**src/rtl/timer_bank.sv**
```systemverilog
// Bank of independent tick timers: each channel has its own prescaler, so its tick phase
// is aligned to its own start. Channels support one-shot or periodic expiry against a latched limit.
module timer_bank #(
    parameter int CLK_FREQ  = 50_000_000,
    parameter int TICK_FREQ = 1_000,
    parameter int N_CH      = 4,
    parameter int CNT_W     = 16
) (
    input  logic                    clk,
    input  logic                    rst,
    input  logic [N_CH-1:0]         start_i,
    input  logic [N_CH-1:0]         stop_i,
    input  logic [N_CH-1:0]         clr_i,
    input  logic [N_CH-1:0]         mode_i,
    input  logic [N_CH*CNT_W-1:0]   limit_i,
    output logic [N_CH*CNT_W-1:0]   count_o,
    output logic [N_CH-1:0]         running_o,
    output logic [N_CH-1:0]         expire_o
);

    localparam int DIV = (TICK_FREQ > 0) ? CLK_FREQ / TICK_FREQ : 0;
    localparam int PW  = (DIV > 1) ? $clog2(DIV) : 1;

    if (TICK_FREQ < 1 || DIV < 1 || (CLK_FREQ % TICK_FREQ) != 0 || N_CH < 1 || CNT_W < 1) begin : g_bad_param
        $error("timer_bank: CLK_FREQ/TICK_FREQ must be an integer >= 1, N_CH and CNT_W >= 1");
    end

    for (genvar c = 0; c < N_CH; c++) begin : g_ch
        logic [PW-1:0]    pre;
        logic [CNT_W-1:0] cnt;
        logic [CNT_W-1:0] lim;
        logic [CNT_W-1:0] lim_in;
        logic             mode;
        logic             run;
        logic             expire;

        assign lim_in = limit_i[c*CNT_W +: CNT_W];

        // Priority per edge: rst > clr > start > stop > tick.
        always_ff @(posedge clk) begin
            if (rst) begin
                pre    <= '0;
                cnt    <= '0;
                lim    <= '0;
                mode   <= 1'b0;
                run    <= 1'b0;
                expire <= 1'b0;
            end else if (clr_i[c]) begin
                pre    <= '0;
                cnt    <= '0;
                run    <= 1'b0;
                expire <= 1'b0;
            end else if (start_i[c]) begin
                pre    <= '0;
                cnt    <= '0;
                lim    <= lim_in;
                mode   <= mode_i[c];
                run    <= (lim_in != '0);
                // A zero limit expires immediately instead of running.
                expire <= (lim_in == '0);
            end else if (stop_i[c]) begin
                run    <= 1'b0;
                expire <= 1'b0;
            end else begin
                expire <= 1'b0;
                if (run) begin
                    if (pre == PW'(DIV - 1)) begin
                        pre <= '0;
                        if (cnt == lim - CNT_W'(1)) begin
                            expire <= 1'b1;
                            if (mode) begin
                                cnt <= '0;
                            end else begin
                                cnt <= lim;
                                run <= 1'b0;
                            end
                        end else begin
                            cnt <= cnt + CNT_W'(1);
                        end
                    end else begin
                        pre <= pre + PW'(1);
                    end
                end
            end
        end

        assign count_o[c*CNT_W +: CNT_W] = cnt;
        assign running_o[c]              = run;
        assign expire_o[c]               = expire;
    end

endmodule

```
**config.mk**
```make
export PLATFORM = sky130hd
export DESIGN_NAME = timer_bank
export DESIGN_NICKNAME = d
export VERILOG_FILES = /design/src/rtl/timer_bank.sv
export SDC_FILE = /design/constraint.sdc
export NUM_CORES = 1
export LEC_CHECK = 0
export ABC_AREA = 1
export BUFFER_PORTS_ARGS = -buffer_cell sky130_fd_sc_hd__buf_2
export CAP_MARGIN = 40
export CORE_MARGIN = 4
export CORE_UTILIZATION = 50
export CTS_CLUSTER_SIZE = 20
export DETAILED_ROUTE_END_ITERATION = 6
export MAX_ROUTING_LAYER = met4
export PLACE_DENSITY_LB_ADDON = 0.12
export SYNTH_ARGS = -nofsm -noshare
export SYNTH_HDL_FRONTEND = slang
export SYNTH_SLANG_ARGS = --single-unit
```
**constraint.sdc**
```tcl
create_clock -name clk -period 2 [get_ports clk]
set_input_delay 0.4 -clock clk [delete_from_list [all_inputs] [get_ports clk]]
set_output_delay 0.4 -clock clk [all_outputs]
set_load 0.1 [all_outputs]
```
==> metrics.md <==
| Metric | Value |
|---|---|
| DRT Pass-1 Iters | 6 |
| Clk_lat worst skew | about 520 ps |
| Buffer levels on the longest clock path | 3 |
| NumNets Final | roughly 2400 |
| Synth top area cells | dfxtp_1 32%, nand2_1 12%, nor2_1 9.9% |
| Synth cell count leaders | 411 x nand2_1, 340 x nor2_1, 239 x inv_1, 204 x dfxtp_1, 164 x o21ai_0 |
| Hold slack | roughly 130 ps |
| Routed Antenna Nets | 0 |
| Largest net degree at the start of global routing | 38 |
| Global Route Usage Sum | a little over a quarter |
| Inserted Diodes | 0 |
| Logic gate share of total power | approximately a fifth |
| Synth Cell Area | between 0.01 and 0.015 mm2 |
| CTS H-tree depth | 1 |
| # clock sinks | 204 |
| Final hold vios | 0 |
| Highest metal layer with signal wires | met4 |
| Main flop type after synthesis | dfxtp_1 |
| Post-synthesis sequential area ratio | roughly a third |
| VDD IR max | between 0.6 and 0.7 mV |
| Asr flop ratio synth | 0% |
| Die width | approximately 170 um |
| Power Density | between 600 and 700 mW/mm2 |
| Core ar. | 0.0253 mm2 |
| Syn Inst Count | 2043 |
| Reg clk slew, reported paths | about 60 ps |
| # IOs | 154 |
| Root buffer cell | clkbuf_16 |
| Sequential fraction of design power | 39.1% |
| P_leak | 7.41 nW |
| Synth Net Count | 2137 |
| Met3 wire len | 2.10 mm |
| Int Pwr | around 7.7 mW |
| Area Growth Syn to Fin | 32.7% |
| Crit path largest cell delay | 320 ps |
| DRT iter0 DRCs | between 900 and 1000 |
| Placer Congestion | 0.921 |
| CP arrival | about 2600 ps |
| Vias post-DR | between 10000 and 15000 |
| Chip Height | ~170 um |
| Most common cell in the netlist | nand2_1 |
| Final setup viols | 58 |
| Synth Register Bits | about 200 |
| Area post-placement | around 0.015 mm2 |
| Die Area | 0.0285 mm2 |
| Num rows | between 50 and 60 |
| Vias per inst | between 5 and 6 |
| Num CTS Buffers | 24 |
| Design Area, Final | 0.0172 mm2 |
| Cell chain of the critical path | inv_2 -> buf_6 -> nand3_4 -> nor2_4 -> buf_4 -> nand3b_1 -> nand2_1 -> nand2_1 -> inv_1 -> nand2_1 -> nor2_4 -> nand3_4 -> clkbuf_16 -> nor2_2 -> nor2_1 -> nor2_1 |
| Class of the worst hold path | in2reg |
| Crit path setup slack, layout | -145 ps |
| Final Cycle Share | 107% |
| NetSw | between 3 and 4 mW |
| Post-Route Setup TNS | -2170 ps |
| Count of yosys warnings during synthesis | 0 |
| Critical Path RT | between 2000 and 2500 ps |
| Worst Setup Path Type | reg2reg |
| Buf/Inv on CP | 5 |
| Synth area leader | dfxtp_1 |
| First-pass GRT wire length | 62.9 mm |
| Initial antenna violation count | 0 |
| Worst setup SP type | flop |
| Switch share | 28.9% |
| Design Power | 10.9 mW |
| Buffers on Ports | ~150 |
| Power share of the clock group | a little over two fifths |
| MaxCap Viol Count | 0 |
| WL met1 | approximately 17 mm |
| Syn Area/Cell | roughly 6.3 um2 |
| # hold bufs at CTS | 0 |
| Crit Path Max Fanout | 7 |
| CTS tree | yes |
| Top cell type's share of synthesized area | about a third |
| Status | complete, but fails checks |
| FMAX | between 0.4 and 0.5 GHz |
| Total gr overflow | 0 |
| Min cycle time layout | between 2000 and 2500 ps |
| Met2 wire length | between 15 and 20 mm |
| DRT Wirelength | about 40 mm |
| # fillers | approximately 2200 |
| Slew Limit Fails | 0 |
| DRC | 0 |
| Layout cells sized above 1 | just over 30% |
| RSZ-0062 raised after global routing | true |
| Crit path capture type | flop |
| Post-DP HPWL | 29.8 mm |
| Synth cell types | 45 |
| Worst slack at placement | -154 ps |
| EDFF count, synth | 0 |
| Max Clock Skew | approximately 17 ps |
| Drt wl/cell | about 15 um |
| Failing checks | setup timing |
| Rel. slew slack | just under 60% |
| CP top delay family | simple AND/OR/NAND/NOR gates |
| Vias in the first global route | about 13000 |
| Crit-path slowest cell | dfxtp_2 |
| Crit-path most repeated cell | nand2_1 |
| Least-Margin Pin Slew | between 600 and 700 ps |
| Initial core utilization | approximately half |
through the flow:
stage	util (%)	cells
2_1_floorplan	-	2043
3_3_place_gp	59.2	2601
3_5_place_dp	59.2	2601
4_1_cts	63.9	2649
5_1_grt	67.7	2665
6_report	67.7	2665
routing by layer:
metal  up-vias  global-route usage [%]
li1       7134                       -
met1      6523                    34.2
met2       429                    45.6
met3        91                    3.20
met4         0                    7.13
met5         -                       -
worst min-delay path, stage by stage:
cell and delay (ps):
buf_2 90, nor2_1 40, nor2_1 80
layout make-up:
class                           instances  area (um2)  share of cell area [%]
Clock buffer                           39         779                    4.54
Inverter                              267        1010                    5.89
Tap cell                              330         413                    2.41
Clock inverter                          4        45.0                   0.263
Multi-Input combinational cell       1519        8640                    50.4
Timing Repair Buffer                  302        2020                    11.8
Sequential cell                       204        4240                    24.7
final timing paths:
path | endpoint | from | cells after the start | slack [ps]
worst min-delay path | g_ch[2].lim[13]$_SDFFE_PP0P_ | limit_i[45] | 3 | 130
worst max-delay path | g_ch[0].cnt[8]$_SDFFE_PP0P_ | g_ch[0].lim[0]$_SDFFE_PP0P_ | 16 | -150
worst max register to register | g_ch[0].cnt[8]$_SDFFE_PP0P_ | g_ch[0].lim[0]$_SDFFE_PP0P_ | 16 | -150
worst min register to register | g_ch[3].pre[1]$_SDFFE_PP0P_ | g_ch[3].pre[1]$_SDFFE_PP0P_ | 2 | 480
power groups by stage:
stage | registers, mW | clock network (mW) | logic [mW]
2_1_floorplan | 4.30 | 0 | 1.14
3_3_place_gp | 4.32 | 0 | 1.71
4_1_cts | 4.24 | 4.61 | 1.86
3_5_place_dp | 4.32 | 0 | 1.74
6_report | 4.25 | 4.55 | 2.07
5_1_grt | 4.27 | 4.78 | 2.28
cells by family after synthesis:
| family | Yosys count | synth area share [%] |
|---|---|---|
| adder cells (fa/ha/maj) | 12 | 1.16 |
| flip-flops | 204 | 31.6 |
| XOR/XNOR | 114 | 7.95 |
| AND/OR/NAND/NOR | 1070 | 36.6 |
| AO/OA/AOI/OAI | 323 | 12.9 |
| buffers and inverters | 320 | 9.79 |
placed cells by master, fill, tap and decap left out, types with 7 or more instances in the layout:
cell / instances
nand2_1: 374
nor2_1: 267
inv_1: 230
o21ai_0: 155
buf_2: 153
buf_4: 127
dfxtp_1: 119
a21oi_1: 110
nand3_1: 105
xor2_1: 69
dfxtp_2: 64
nor2_2: 55
nand4_1: 45
nor2_4: 42
nand2_2: 39
xnor2_1: 36
nand3_2: 35
nor3_1: 34
inv_2: 31
clkbuf_16: 27
dfxtp_4: 21
a21oi_2: 18
nand3b_1: 17
buf_6: 16
nor4_1: 13
nand3_4: 10
nand2_4: 9
o21ai_2: 9
clkbuf_8: 8
o21a_1: 7
state kept, by name, indices dropped and copies added (netlist names):
signal and cells:
g_ch.lim 64, g_ch.mode 4, g_ch.pre 64, g_ch.run 4, g_ch.expire 4, g_ch.cnt 64
timing repair:
action                     CTS  global route
setup endpoints to repair   71            81
gates cloned                 0             1
gates resized for setup     89           233
pin swaps                   39            93
buffers inserted             5            16
No activity file was read; power rests on OpenSTA's default activity.
